## src/rtl/seven_seg_scan_driver_pkg.sv

```systemverilog
// Shared types and constants for the multiplexed seven-segment scan driver.
package seven_seg_scan_driver_pkg;

  typedef enum logic [1:0] {
    IDLE  = 2'd0,
    LOAD  = 2'd1,
    BLANK = 2'd2,
    SHOW  = 2'd3
  } scan_state_e;

  localparam int         NUM_DIGITS = 8;
  localparam logic [7:0] BLANK_SEG  = 8'hFF;

  // Active-low one-hot anode pattern for the given digit.
  function automatic logic [7:0] anode_drive_n(input logic [2:0] idx);
    return ~(8'b0000_0001 << idx);
  endfunction

endpackage

```

## src/rtl/seven_seg_scan_driver_scan_tick_counter.sv

```systemverilog
// Per-digit slot prescaler: counts 0..SCAN_DIV-1, flags the last cycle of a
// slot and whether the following cycle falls in the blanking window.
module scan_tick_counter #(
  parameter int SCAN_DIV     = 50000,
  parameter int BLANK_CYCLES = 500
) (
  input  logic i_clk,
  input  logic i_rst_n,
  input  logic i_clear,
  input  logic i_enable,
  output logic o_tc,
  output logic o_blank
);

  localparam int            CW        = $clog2(SCAN_DIV);
  localparam logic [CW-1:0] TC_VAL    = CW'(SCAN_DIV - 1);
  localparam logic [CW:0]   BLANK_LIM = (CW + 1)'((BLANK_CYCLES == 0) ? 1 : BLANK_CYCLES);
  localparam bit            HAS_BLANK = (BLANK_CYCLES != 0);

  logic [CW-1:0] r_count;
  logic [CW-1:0] w_count_next;
  logic          w_at_tc;

  assign w_at_tc = (r_count == TC_VAL);

  // Next count; the blank flag looks at it so the FSM can register its outputs.
  always_comb begin
    w_count_next = r_count;
    if (i_clear) begin
      w_count_next = {CW{1'b0}};
    end else if (i_enable) begin
      if (w_at_tc) begin
        w_count_next = {CW{1'b0}};
      end else begin
        w_count_next = r_count + CW'(1);
      end
    end else begin
      w_count_next = r_count;
    end
  end

  // Slot counter register.
  always_ff @(posedge i_clk or negedge i_rst_n) begin
    if (!i_rst_n) begin
      r_count <= {CW{1'b0}};
    end else begin
      r_count <= w_count_next;
    end
  end

  assign o_tc    = i_enable & w_at_tc;
  assign o_blank = HAS_BLANK & ({1'b0, w_count_next} < BLANK_LIM);

endmodule

```

## src/rtl/seven_seg_scan_driver.sv

```systemverilog
// Eight-digit multiplexed display driver: snapshots the segment bytes once per
// frame and scans them out one digit per slot with a dark guard band.
module seven_seg_scan_driver
  import seven_seg_scan_driver_pkg::*;
#(
  parameter int SCAN_DIV     = 50000,
  parameter int BLANK_CYCLES = 500
) (
  input  logic       Clock,
  input  logic       Reset_n,
  input  logic       Enable,
  input  logic [7:0] Seven_Seg0,
  input  logic [7:0] Seven_Seg1,
  input  logic [7:0] Seven_Seg2,
  input  logic [7:0] Seven_Seg3,
  input  logic [7:0] Seven_Seg4,
  input  logic [7:0] Seven_Seg5,
  input  logic [7:0] Seven_Seg6,
  input  logic [7:0] Seven_Seg7,
  output logic [7:0] Digit_Select,
  output logic [7:0] Segment_Out,
  output logic [2:0] Digit_Index,
  output logic       Frame_Start
);

  scan_state_e                r_state;
  scan_state_e                w_state_next;
  logic [2:0]                 r_digit_index;
  logic [2:0]                 w_index_next;
  logic [NUM_DIGITS-1:0][7:0] r_shadow;
  logic [NUM_DIGITS-1:0][7:0] w_shadow_next;
  logic [NUM_DIGITS-1:0][7:0] w_seg_in;
  logic [7:0]                 r_digit_select;
  logic [7:0]                 w_select_next;
  logic [7:0]                 r_segment_out;
  logic [7:0]                 w_segment_next;
  logic                       r_frame_start;
  logic                       w_frame_start_next;
  logic                       w_slot_run;
  logic                       w_tc;
  logic                       w_blank;

  assign w_seg_in   = {Seven_Seg7, Seven_Seg6, Seven_Seg5, Seven_Seg4,
                       Seven_Seg3, Seven_Seg2, Seven_Seg1, Seven_Seg0};
  assign w_slot_run = Enable && ((r_state == BLANK) || (r_state == SHOW));

  scan_tick_counter #(
    .SCAN_DIV    (SCAN_DIV),
    .BLANK_CYCLES(BLANK_CYCLES)
  ) u_scan_tick_counter (
    .i_clk   (Clock),
    .i_rst_n (Reset_n),
    .i_clear (!w_slot_run),
    .i_enable(w_slot_run),
    .o_tc    (w_tc),
    .o_blank (w_blank)
  );

  // Next state and next value of every registered output.
  always_comb begin
    w_state_next  = r_state;
    w_index_next  = r_digit_index;
    w_shadow_next = r_shadow;
    if (!Enable) begin
      w_state_next = IDLE;
      w_index_next = 3'd0;
    end else begin
      case (r_state)
        IDLE: w_state_next = LOAD;
        LOAD: begin
          w_shadow_next = w_seg_in;
          w_index_next  = 3'd0;
          w_state_next  = w_blank ? BLANK : SHOW;
        end
        BLANK, SHOW: begin
          if (w_tc && (r_digit_index == 3'd7)) begin
            w_state_next = LOAD;
            w_index_next = 3'd0;
          end else begin
            if (w_tc) begin
              w_index_next = r_digit_index + 3'd1;
            end else begin
              w_index_next = r_digit_index;
            end
            w_state_next = w_blank ? BLANK : SHOW;
          end
        end
        default: begin
          w_state_next = IDLE;
          w_index_next = 3'd0;
        end
      endcase
    end
    w_frame_start_next = (w_state_next == LOAD);
    if (w_state_next == SHOW) begin
      w_select_next  = anode_drive_n(w_index_next);
      w_segment_next = w_shadow_next[w_index_next];
    end else begin
      w_select_next  = 8'hFF;
      w_segment_next = BLANK_SEG;
    end
  end

  // State, snapshot and output registers.
  always_ff @(posedge Clock or negedge Reset_n) begin
    if (!Reset_n) begin
      r_state        <= IDLE;
      r_digit_index  <= 3'd0;
      r_shadow       <= {NUM_DIGITS{BLANK_SEG}};
      r_digit_select <= 8'hFF;
      r_segment_out  <= BLANK_SEG;
      r_frame_start  <= 1'b0;
    end else begin
      r_state        <= w_state_next;
      r_digit_index  <= w_index_next;
      r_shadow       <= w_shadow_next;
      r_digit_select <= w_select_next;
      r_segment_out  <= w_segment_next;
      r_frame_start  <= w_frame_start_next;
    end
  end

  assign Digit_Select = r_digit_select;
  assign Segment_Out  = r_segment_out;
  assign Digit_Index  = r_digit_index;
  assign Frame_Start  = r_frame_start;

endmodule

```

## config.mk

```make
export PLATFORM = sky130hd
export DESIGN_NAME = seven_seg_scan_driver
export DESIGN_NICKNAME = d
export VERILOG_FILES = /design/src/rtl/seven_seg_scan_driver_pkg.sv /design/src/rtl/seven_seg_scan_driver_scan_tick_counter.sv /design/src/rtl/seven_seg_scan_driver.sv
export SDC_FILE = /design/constraint.sdc
export NUM_CORES = 1
export LEC_CHECK = 0
export ABC_AREA = 1
export BUFFER_PORTS_ARGS = -buffer_cell sky130_fd_sc_hd__buf_2
export CORE_MARGIN = 4
export CORE_UTILIZATION = 50
export CTS_BUF_LIST = sky130_fd_sc_hd__clkbuf_2
export CTS_CLUSTER_SIZE = 25
export DETAILED_ROUTE_END_ITERATION = 16
export PLACE_DENSITY_LB_ADDON = 0.2
export SYNTH_ARGS = -nofsm -noshare
export SYNTH_HDL_FRONTEND = slang
export SYNTH_HIERARCHICAL = 1
export SYNTH_SLANG_ARGS = --single-unit
```

## constraint.sdc

```tcl
create_clock -name Clock -period 2.4 [get_ports Clock]
set_clock_uncertainty 0.15 [all_clocks]
set_input_delay 0.48 -clock Clock [delete_from_list [all_inputs] [get_ports Clock]]
set_output_delay 0.48 -clock Clock [all_outputs]
set_load 0.02 [all_outputs]
```

Word level (Yosys, flattened, before mapping)
Cells that the tools add are included.
- word-level logic and storage cells: 49
- input port bits: 67
- bits in registers: 102
- output and inout port bits: 20
- bitwise gates (word level): 2
- $lt $le $gt $ge: 2
- shift operators: 1
- eq/ne operators: 7
- reductions and logical operators: 5
- add/subtract/negate cells: 2
- muxes and demuxes: 16
- operator list (kind ; number):
    64-bit two-way mux ; 2
    16-bit two-way mux ; 2
    8-bit binary-select mux with 3-bit select ; 1
    8-bit two-way mux ; 3
    16-bit by 1-bit adder with 16-bit output (second input constant) ; 1
    16-bit equality test (second input constant) ; 1
    16-bit by 9-bit < comparator with 1-bit output (second input constant) ; 1
    3-bit two-way mux ; 3
    8-bit NOT ; 1
    1-bit by 3-bit left shift with 8-bit output (first input constant) ; 1
    2-bit equality test (second input constant) ; 3
    2-bit one-hot mux with 3 select lines ; 1
    3-bit one-hot mux with 2 select lines ; 1
    2-bit by 1-bit equality test with 1-bit output (second input constant) ; 2
    3-bit by 4-bit < comparator with 1-bit output (second input constant) ; 1
    2-bit two-way mux ; 2
    3-bit by 1-bit adder with 3-bit output (second input constant) ; 1
    3-bit equality test (second input constant) ; 1
    1-bit logical AND ; 2
    2-bit logical NOT ; 1
    2-bit OR reduction ; 1
    1-bit AND ; 1
    1-bit logical OR ; 1
    1-bit two-way mux ; 1

Depth between registers and ports, before layout
Gate-level depths: netlist of run 1.
- depth after elaboration: 11
- gate-level depth with buffers: 22

Hierarchy
Netlist of run 1, hierarchy kept.
- modules (own cells, without submodules) (module ; times used ; area each (µm²) ; seq. area each (µm²) ; cells an instance):
    seven_seg_scan_driver ; 1 ; 4194.0 ; 2252.2 ; 531
    scan_tick_counter ; 1 ; 1107.3 ; 400.4 ; 168

Worst setup path after synthesis of run 1
No wires, ideal clock.
- path kind: input -> register
- start point: input port Enable
- end point: register r_digit_select[2] (netlist: Digit_Select[2])
- data arrival time: 2644 ps
- library setup time: 86 ps
- data required time: 2164 ps
- stages: 20
- slack: -479 ps
- cells stage by stage: buf_4 > buf_2 > buf_2 > nand2_1 > inv_1 > buf_4 > nand2_2 > nor2_4 > nand3_1 > nand2_1 > nand2_1 > inv_1 > nand2_1 > nor2_1 > nand3_1 > nand2_1 > nor2_1 > nor3_2 > buf_2 > nand3_1
- word-level cells in the longest chain between the ends: 9
- elaborated cells between the ends (all ways): 17
- those cells by class: 1 x order compare; 1 x eq/ne; 1 x shift; 10 x mux; 2 x bitwise; 2 x reduce/logical
- RTL lines (what ; line ; text):
    start, declared ; seven_seg_scan_driver.sv:11 ; input logic Enable,
    1-bit logical AND (*) ; seven_seg_scan_driver.sv:45 ; assign w_slot_run = Enable && ((r_state == BLANK) || (r_state == SHOW));
    via w_slot_run ; seven_seg_scan_driver.sv:39 ; logic w_slot_run;
    16-bit two-way mux (*) ; seven_seg_scan_driver_scan_tick_counter.sv:29 ; if (i_clear) begin
    16-bit by 9-bit < comparator with 1-bit output (*) ; seven_seg_scan_driver_scan_tick_counter.sv:52 ; assign o_blank = HAS_BLANK & ({1'b0, w_count_next} < BLANK_LIM);
    via w_blank ; seven_seg_scan_driver.sv:41 ; logic w_blank;
    1-bit two-way mux (*) ; seven_seg_scan_driver.sv:73, seven_seg_scan_driver.sv:85 ;
    2-bit two-way mux ; seven_seg_scan_driver.sv:76 ; if (w_tc && (r_digit_index == 3'd7)) begin
    2-bit one-hot mux with 3 select lines (*) ; seven_seg_scan_driver.sv:68 ; case (r_state)
    2-bit two-way mux (*) ; seven_seg_scan_driver.sv:64 ; if (!Enable) begin
    2-bit equality test (*) ; seven_seg_scan_driver.sv:95 ; if (w_state_next == SHOW) begin
    8-bit two-way mux (*) ; seven_seg_scan_driver.sv:95 ;
    via w_select_next[2] ; seven_seg_scan_driver.sv:34 ; logic [7:0] w_select_next;
    end signal, assigned ; seven_seg_scan_driver.sv:117 ; r_digit_select <= w_select_next;
    end, declared ; seven_seg_scan_driver.sv:33 ; logic [7:0] r_digit_select;
Mark *: on every way through the listed nets, which the timed path passes. The rest lies on a longest branch.

Worst setup path after layout of run 1
- start point: register u_scan_tick_counter.r_count[0]
- end point: register r_segment_out[6] (netlist: Segment_Out[6])
- word-level cells in the longest chain between the ends: 10
- elaborated cells between the ends (all ways): 19
- those cells by class: 1 x add/sub; 1 x order compare; 2 x eq/ne; 13 x mux; 1 x bitwise; 1 x reduce/logical
- RTL lines (what ; line ; text):
    start, declared ; seven_seg_scan_driver_scan_tick_counter.sv:20 ; logic [CW-1:0] r_count;
    start signal, assigned ; seven_seg_scan_driver_scan_tick_counter.sv:45 ; r_count <= {CW{1'b0}};
    start signal, assigned ; seven_seg_scan_driver_scan_tick_counter.sv:47 ; r_count <= w_count_next;
    16-bit by 1-bit adder with 16-bit output / 16-bit equality test (equally long branches) ; seven_seg_scan_driver_scan_tick_counter.sv:35, seven_seg_scan_driver_scan_tick_counter.sv:24 ;
    16-bit two-way mux (*) ; seven_seg_scan_driver_scan_tick_counter.sv:32 ; if (w_at_tc) begin
    16-bit two-way mux (*) ; seven_seg_scan_driver_scan_tick_counter.sv:29 ;
    16-bit by 9-bit < comparator with 1-bit output (*) ; seven_seg_scan_driver_scan_tick_counter.sv:52 ;
    via w_blank ; seven_seg_scan_driver.sv:41 ;
    1-bit two-way mux (*) ; seven_seg_scan_driver.sv:73, seven_seg_scan_driver.sv:85 ;
    2-bit two-way mux ; seven_seg_scan_driver.sv:76 ;
    2-bit one-hot mux with 3 select lines (*) ; seven_seg_scan_driver.sv:68 ;
    2-bit two-way mux (*) ; seven_seg_scan_driver.sv:64 ;
    2-bit equality test (*) ; seven_seg_scan_driver.sv:95 ;
    8-bit two-way mux (*) ; seven_seg_scan_driver.sv:95 ;
    via w_segment_next[6] ; seven_seg_scan_driver.sv:36 ; logic [7:0] w_segment_next;
    end signal, assigned ; seven_seg_scan_driver.sv:118 ; r_segment_out <= w_segment_next;
    end, declared ; seven_seg_scan_driver.sv:35 ; logic [7:0] r_segment_out;
Mark *: on every way through the listed nets, which the timed path passes. The rest lies on a longest branch. The select of a mux whose other input is x is not followed.

==> results of run 1 <==
-- synth_stat cells (all sizes together) --
library cell	instances	area, sq um
nand3	83	425
o21ai	5	28.8
o31ai	1	7.51
a21oi	5	36.3
nor3	6	46.3
ha	3	37.5
inv	47	179
nand4	8	50.1
buf	30	228
clkinv	1	3.75
or2	1	6.26
o22ai	1	6.26
nand2	367	1410
xor2	3	26.3
dfrtp	22	551
nor4	1	6.26
dfstp	80	2100
nor2	35	151
-- metal layers --
layer | up-vias | global-route usage (%) | share of wire (%) | routed length [um]
li1 | 2505 | - | - | -
met1 | 2391 | 33.0 | 45 | 6450
met2 | 190 | 36.6 | 46 | 6610
met3 | 40 | 3.66 | 5.4 | 777
met4 | 0 | 10.7 | 2.9 | 420
met5 | - | 0 | 0 | 0
-- registers in the layout, indices dropped and copies added (netlist names) --
name and cells:
r_state 2, Digit_Index 3, u_scan_tick_counter/r_count 16, r_shadow 64
Digit_Select 8, Frame_Start 1, Segment_Out 8
-- cell families after synthesis --
| group | share of synthesized area [%] |
|---|---|
| AO/OA/AOI/OAI | 1.49 |
| XOR/XNOR | 0.496 |
| buffers and inverters | 7.74 |
| AND/OR/NAND/NOR | 39.5 |
| flip-flops | 50.0 |
| adder cells (fa/ha/maj) | 0.708 |
-- cells in the final DEF, fill, tap and decap left out, drive strengths merged --
| master | count |
|---|---|
| or2 | 1 |
| inv | 48 |
| o21ai | 5 |
| nand3 | 83 |
| dlygate4sd3 | 65 |
| buf | 121 |
| nand4 | 8 |
| nor3 | 6 |
| nand2 | 368 |
| ha | 3 |
| o22ai | 1 |
| a21oi | 5 |
| clkbuf | 9 |
| dfstp | 80 |
| o31ai | 1 |
| dfrtp | 22 |
| nor2 | 35 |
| clkinv | 5 |
| xor2 | 3 |
| nor4 | 1 |
| bufinv | 2 |
-- cell type report --
cell class                 instances  area [sq um]  area share (%)
inverter                          48           185            2.70
clock buffer                       9          45.0           0.658
clock inverter                     7          87.6            1.28
multi-input combinational        520          2300            33.7
sequential                       102          2650            38.8
tap                              136           170            2.49
timing repair buffer             186          1400            20.4
-- path summary, 6_finish.rpt --
kind / end / depth (start not counted)
worst max-delay path: Segment_Out[6] / 16
worst min-delay path: u_scan_tick_counter/r_count[2] / 4
worst max register to register: Segment_Out[6] / 16
worst min register to register: r_shadow[13] / 2
max in group asynchronous: r_shadow[13] / 3
min in group asynchronous: u_scan_tick_counter/r_count[8] / 2
-- critical path, cell delays in order, from the launching register on --
cell	delay [ns]
dfrtp_1	0.42
ha_2	0.18
buf_4	0.11
nand2_4	0.05
nor2_4	0.19
nand3_2	0.11
nand2_1	0.08
nand2_1	0.05
inv_1	0.05
nand2_1	0.05
nor2_1	0.08
nand3_1	0.08
nand2_1	0.09
nor2_2	0.05
nor3_4	0.25
buf_4	0.19
nand3_1	0.09
-- where the power goes --
group	internal (mW)	switching [mW]	leakage (nW)
clock network	0.340	0.575	0.0835
logic	0.431	0.709	2.33
registers	2.33	0.107	1.14
-- what timing repair did --
item,in CTS,in global routing
hold endpoints to repair,77,0
setup endpoints to repair,8,17
pin swaps,0,8
gates resized for setup,1,15
hold buffers,65,0
cloned,0,2
buffers inserted,2,3
-- through the flow --
stage	total power, mW	TNS [ns]	hold slack, ns	area (sq um)
6_report	4.49	0	0.0941	6850
2_1_floorplan	3.18	-1.65	0.0344	5360
5_1_grt	4.80	-1.72	0.0503	6850
3_3_place_gp	3.46	-0.0105	0.316	5950
4_1_cts	4.50	0	0.0653	6760
3_5_place_dp	3.50	-0.164	0.319	5950
==> run summary, run 1 <==
Status -> completed
Final WS setup -> 0.0781 ns
R2R Setup Slk -> 0.08 ns
Min Tclk post-route -> 2.32 ns
Die width -> 111 um
Core Rows -> 37
Total wire length -> 14,300 um
Core area -> 0.0103 sq mm
Placed Cells incl. Taps -> 920
Flop and latch count out of synthesis -> 102
Worst-path fanout max -> 7
Initial antenna violation count -> 0
Final ANT Viol Nets -> 0
Leakage power -> 3.55 nW
Crit path from -> u_scan_tick_counter/r_count[0]
Clk root buf -> clkbuf_2
Gr usage total -> 23.7%
Critical Path AT -> 2.72 ns
Slew Limit Fails -> 0
Fraction of layout cells with a size suffix above 1 -> 29.0%
Via count -> 5,126
Synthesized Nets -> 769
Relative slew slack -> 58.1%
# DRC -> 0
Maximum Capacitance Violations -> 0
Clk sink count -> 102
Syn. warnings -> 6
CP Capture Type -> flop
Pwr dens -> 656 mW/mm^2
Worst min path class -> in -> reg
Clock latency on the worst-skew pair -> 0.59 ns
Post-DP HPWL -> 9660 um
Fin crit share -> 96.7%
Worst EP required -> 2.79 ns
Total CTS buffers -> 9
Io pins -> 87
Fillers -> 869
Avg Inst Size Synth -> 7.58 sq um
Iter 0 DRT Violations -> 276
Slew @ Worst Pin -> 0.629 ns
Total gr overflow -> 0
Vias per inst -> 5.09
TritonCTS clock tree -> yes
Clock Path Buffers -> 2
Die area -> 0.0123 sq mm
Fmax -> 431 MHz
Cell Area, Synth -> 0.00530 sq mm
Crit Path Category -> reg -> reg
Worst-path clk slew -> 0.26 ns
Layout area overhead -> 29.1%
End-of-flow core utilization -> 66.3%
H-tree depth -> 3
Starting Density -> 51.4%
Routed WL per cell -> 14.1 um
Max IR drop VDD -> 0.000457 V
Sequential area share after synthesis -> 50.0%
GP Congestion -> 0.900
Non-filler cells, final -> 1,008
First-pass GRT wire length -> 23,900 um
Post-synthesis instance total -> 699
Startpoint types -> flop
Vias in the first global route -> 4,993
Initial DRT Pass Iterations -> 7
Hold Violations, Final -> 0
FF-to-FF Start -> u_scan_tick_counter/r_count[0]
Nets -> 937
Buffers on Ports -> 86
Pin count of the biggest net entering global routing -> 53
Number of setup violations in the final report -> 0
Unrepaired setup endpoints after global routing -> yes
Hold Crit Start -> Enable
ANT cells -> 0
Pre-CTS WS -> -0.0280 ns
Synth unique cells -> 31
Die Y -> 111 um
Note: power is estimated with default switching activity, not from simulation.
==> inputs of run 2 (changes only) <==
GPL_TIMING_DRIVEN = 0   (was unset)
clock period = 2.9 ns   (was 2.4 ns; I/O delays follow)
==> run summary, run 2 (same netlist as run 1, synthesis figures left out) <==
Seq pwr share -> 57.3%
Status -> completed
Via count -> 4,871
Fraction of layout cells with a size suffix above 1 -> 27.9%
Die area -> 0.0123 sq mm
Worst-path fanout max -> 19
Clk sink count -> 102
Number of setup violations in the final report -> 0
Crit Path Category -> in -> reg
Io pins -> 87
H-tree depth -> 3
Worst min path class -> in -> reg
Slowest stage cell, crit path -> buf_4
Fillers -> 926
Clk root buf -> clkbuf_2
Combinational power share -> 26.2%
Clock network fraction of total power -> 16.5%
Post-DP HPWL -> 9780 um
Core Rows -> 37
Layout area overhead -> 22.2%
Initial antenna violation count -> 0
Largest register FFs -> 64
Clock Path Buffers -> 2
GP Congestion -> 0.862
Pwr dens -> 541 mW/mm^2
Core area -> 0.0103 sq mm
Slew @ Worst Pin -> 0.487 ns
Leakage power -> 3.39 nW
Internal power -> 2.38 mW
FF-to-FF Start -> r_state[1]
Vias per inst -> 4.96
Placed Cells incl. Taps -> 921
TritonCTS clock tree -> yes
Worst EP required -> 3.27 ns
Critical Path, Cell by Cell -> buf_4 -> buf_4 -> nand2_2 -> inv_1 -> buf_4 -> nand2_2 -> nor2_4 -> nand2_1 -> o21ai_0 -> nand3_1 -> nand2_1 -> nor2_1 -> nand3_1 -> nor2_1 -> nor3_2 -> buf_6 -> nand3_1
Relative slew slack -> 67.5%
Non-filler cells, final -> 982
Largest Register -> r_shadow
Die Y -> 111 um
Commonest non-fill, non-tap cell in the layout -> nand2_1
Sw power -> 1.13 mW
Total wire length -> 13,400 um
# DRC -> 0
CP Capture Type -> flop
First-pass GRT wire length -> 22,500 um
Total CTS buffers -> 9
Setup TNS -> 0 ns
Fin crit share -> 90.9%
Highest-count cells in the layout ignoring fill and taps -> 359 x nand2_1, 95 x buf_2, 81 x nand3_1
Largest regs -> r_shadow (64), u_scan_tick_counter/r_count (16)
Min Tclk post-route -> 2.64 ns
Crit path from -> Enable
Hold Crit Start -> Seven_Seg5[3]
Max IR drop VDD -> 0.000428 V
Iter 0 DRT Violations -> 298
Fmax -> 379 MHz
Critical Path AT -> 3.01 ns
Total gr overflow -> 0
Gr usage total -> 22.2%
Slowest stage delay, CP -> 0.28 ns
Worst-path clk slew -> 0.26 ns
Vias in the first global route -> 4,718
Maximum Capacitance Violations -> 0
Routed WL per cell -> 13.6 um
Die width -> 111 um
Hold Violations, Final -> 0
Sw frac -> 32.1%
Starting Density -> 51.4%
Unrepaired setup endpoints after global routing -> no
Startpoint types -> input pin
Pin count of the biggest net entering global routing -> 68
Final ANT Viol Nets -> 0
Clock latency on the worst-skew pair -> 0.60 ns
Nets -> 911
Buffers on Ports -> 85
ANT cells -> 0
Slew Limit Fails -> 0
Initial DRT Pass Iterations -> 7
-- run 2: cell count changes in the layout (fill, tap and decap cells not counted), sizes merged --
cell | previous run | this run
buf | 121 | 116
bufinv | 2 | 0
clkinv | 5 | 6
clkinvlp | 0 | 2
dlygate4sd3 | 65 | 45
inv | 48 | 47
nand2 | 368 | 367
-- run 2: repair_timing --
action                                 4_1_cts  5_1_grt
hold buffers                                43        2
endpoints found under the hold margin       51        2
setup endpoints to repair                    0       16
resized for setup                            0        4
buffers inserted                             0        1
-- run 2: path summary, 6_finish.rpt --
| check | end | slack, ns | cells after the start |
|---|---|---|---|
| worst max register to register | Segment_Out[1] | 0.28 | 15 |
| worst min register to register | r_shadow[58] | 0.35 | 2 |
| min in group asynchronous | u_scan_tick_counter/r_count[14] | 0.28 | 2 |
| worst max-delay path | Segment_Out[1] | 0.26 | 17 |
| worst min-delay path | r_shadow[43] | 0.03 | 3 |
| max in group asynchronous | r_shadow[58] | 1.56 | 3 |
-- run 2: metrics by stage --
step	worst slack, ns	cell area [sq um]	util [%]	total power [mW]	hold WS (ns)
4_1_cts	0.126	6450	62.5	3.53	0.000982
5_1_grt	0.0225	6480	62.8	3.75	0.00309
6_report	0.263	6480	62.8	3.51	0.0321
3_5_place_dp	-0.538	5930	57.5	2.90	0.316
2_1_floorplan	0.0320	5310	-	2.62	0.134
3_3_place_gp	-0.511	5900	57.2	2.86	0.315
-- run 2: power by group through the flow --
stage / clock network (mW) / registers (mW) / logic (mW)
4_1_cts: 0.603 / 2.01 / 0.912
3_3_place_gp: 0 / 2.03 / 0.838
6_report: 0.580 / 2.01 / 0.918
3_5_place_dp: 0 / 2.03 / 0.861
5_1_grt: 0.648 / 2.04 / 1.06
2_1_floorplan: 0 / 2.01 / 0.610
-- run 2: worst max-delay path: cells and delay by family --
family | cells | cell delay [ns]
buffers and inverters | 5 | 0.89
and+or+nand+nor | 11 | 1.38
AOI/OAI and AO/OA | 1 | 0.15
-- run 2: layout make-up --
class                   count  area [sq um]  share of cell area [%]
plain buffers              29           231                    3.57
clock buffers               9          45.0                   0.695
clock inverters             7          41.3                   0.637
inverters                  48           183                    2.82
multi-input cells         519          2240                    34.6
flip-flops and latches    102          2650                    40.9
well taps                 136           170                    2.63
repair buffers            132           913                    14.1
-- run 2: routing by layer --
layer / GRT usage, % / wire length [um] / vias to the layer above
li1: - / - / 2449
met1: 30.5 / 6080 / 2265
met2: 36.3 / 6450 / 142
met3: 4.26 / 689 / 15
met4: 5.67 / 165 / 0
met5: 0 / 0 / -
==> inputs of run 3 (changes only) <==
BUFFER_PORTS_ARGS = -buffer_cell sky130_fd_sc_hd__buf_4   (was -buffer_cell sky130_fd_sc_hd__buf_2)
CELL_PAD_IN_SITES_DETAIL_PLACEMENT = 1   (was unset)
CELL_PAD_IN_SITES_GLOBAL_PLACEMENT = 1   (was unset)
CORE_UTILIZATION = 46   (was 50)
CTS_BUF_LIST = sky130_fd_sc_hd__clkbuf_8   (was sky130_fd_sc_hd__clkbuf_2)
==> run summary, run 3 (same netlist as run 1, synthesis figures left out) <==
Status -> completed
Sw power -> 1.26 mW
Core area -> 0.0111 sq mm
Vias per inst -> 5.26
Iter 0 DRT Violations -> 242
Total CTS buffers -> 9
Fin crit share -> 95.5%
First-pass GRT wire length -> 27,300 um
Min Tclk post-route -> 2.77 ns
Worst-path clk slew -> 0.10 ns
Initial DRT Pass Iterations -> 4
Combinational power share -> 23.8%
Largest register FFs -> 64
Post-DP HPWL -> 12,100 um
Clk sink count -> 102
Total wire length -> 16,800 um
Largest regs -> r_shadow (64), u_scan_tick_counter/r_count (16)
Fillers -> 1,436
Worst EP required -> 3.02 ns
Fmax -> 361 MHz
Max IR drop VDD -> 0.000357 V
Clock network fraction of total power -> 27.3%
Vias in the first global route -> 5,560
ANT cells -> 0
Number of setup violations in the final report -> 0
GP Congestion -> 0.884
Critical Path, Cell by Cell -> buf_8 -> buf_8 -> buf_8 -> nand2_4 -> inv_1 -> buf_6 -> nand2_2 -> nor2_4 -> buf_12 -> xor2_1 -> nand3_1 -> nor2_1 -> nand3_1 -> nand2_1 -> nor2_1 -> nor3_2 -> buf_4 -> buf_4 -> nand3_1
Final ANT Viol Nets -> 0
WHS -> 0.175 ns
Clk root buf -> clkbuf_8
Placed Cells incl. Taps -> 924
Via count -> 5,011
Nets -> 877
Critical Path AT -> 2.89 ns
Slowest stage cell, crit path -> nor3_2
H-tree depth -> 3
Io pins -> 87
Routed WL per cell -> 17.6 um
Clock latency on the worst-skew pair -> 0.37 ns
Layout area overhead -> 23.2%
R2R Setup Slk -> 0.19 ns
Startpoint types -> input pin
Leakage power -> 3.42 nW
Non-filler cells, final -> 952
Buffers on Ports -> 85
Pin count of the biggest net entering global routing -> 103
Slew @ Worst Pin -> 0.903 ns
Total gr overflow -> 0
Slowest stage delay, CP -> 0.24 ns
Highest-count cells in the layout ignoring fill and taps -> 358 x nand2_1, 99 x buf_4, 80 x dfstp_2
Starting Density -> 47.9%
Pwr dens -> 633 mW/mm^2
End-of-flow core utilization -> 59.0%
Worst min path class -> in -> async
Slew Limit Fails -> 0
Crit Path Category -> in -> reg
Fraction of layout cells with a size suffix above 1 -> 31.2%
Gr usage total -> 26.3%
Initial antenna violation count -> 0
Hold Violations, Final -> 0
Final Total Pwr -> 4.13 mW
Die width -> 115 um
Core Rows -> 38
Relative slew slack -> 39.8%
Sw frac -> 30.4%
Maximum Capacitance Violations -> 0
Internal power -> 2.87 mW
TritonCTS clock tree -> yes
Commonest non-fill, non-tap cell in the layout -> nand2_1
Die area -> 0.0133 sq mm
Die Y -> 115 um
Largest Register -> r_shadow
CP Capture Type -> flop
Seq pwr share -> 49.0%
Worst-path fanout max -> 9
# DRC -> 0
Clock Path Buffers -> 2
-- run 3: cell count changes in the layout (fill, tap and decap cells not counted), moves of 3 or more --
cell	previous run	this run
clkbuf_2	9	0
dlygate4sd3_1	45	0
clkbuf_8	0	10
bufinv_16	0	3
buf_2	95	11
buf_8	0	3
buf_4	9	99
-- run 3: worst paths after layout --
path,start,endpoint,cells past startpoint
worst max-delay path,Enable,Segment_Out[7],19
min in group Clock,Seven_Seg4[3],r_shadow[35],3
worst min-delay path,Reset_n,u_scan_tick_counter/r_count[8],1
worst max register to register,u_scan_tick_counter/r_count[0],Segment_Out[0],12
worst min register to register,r_shadow[10],r_shadow[10],2
max in group asynchronous,Reset_n,Digit_Index[2],1
-- run 3: power by group through the flow --
stage	sequential (mW)	combinational, mW	clock [mW]
2_1_floorplan	2.01	0.610	0
3_3_place_gp	2.02	0.886	0
3_5_place_dp	2.05	0.942	0
4_1_cts	2.03	0.968	1.15
5_1_grt	2.06	1.11	1.21
6_report	2.02	0.982	1.13
-- run 3: repair_timing --
| item | in CTS | in global routing |
|---|---|---|
| cloned | 1 | 0 |
| setup buffers | 3 | 8 |
| gates resized for setup | 8 | 7 |
| endpoints found under the setup margin | 16 | 16 |
| hold buffers | 0 | 0 |
| pin swaps | 2 | 3 |
-- run 3: per-stage QoR --
stage	worst slack, ns	cell area (sq um)	TNS (ns)
floorplan	0.0320	5310	0
detailed placement	-0.664	6120	-10.35
CTS	0.0359	6430	0
global route	-0.0181	6530	-0.0290
global placement	-0.533	6120	-7.90
finish	0.130	6530	0
-- run 3: routing by layer --
metal / share of wire (%) / wire length, um / track usage, % / vias to the layer above
li1: - / - / - / 2385
met1: 42 / 6980 / 32.8 / 2478
met2: 51 / 8590 / 46.4 / 120
met3: 5.2 / 869 / 4.32 / 28
met4: 2.1 / 358 / 8.61 / 0
met5: 0 / 0 / 0 / -
-- run 3: final cells by class --
type,instances,area [sq um],share of cell area [%]
timing repair buffer,97,748,11.5
multi-input combinational,519,2260,34.6
sequential,102,2650,40.6
clock inverter,6,114,1.74
clock buffer,10,138,2.11
tap,140,175,2.68
inverter,48,183,2.80
buffer,30,262,4.00
-- run 3: critical path: cells and delay by family --
kind | cells | cell delay (ns)
buffers and inverters | 8 | 0.97
and+or+nand+nor | 10 | 1.20
xor gates and xnor gates | 1 | 0.15
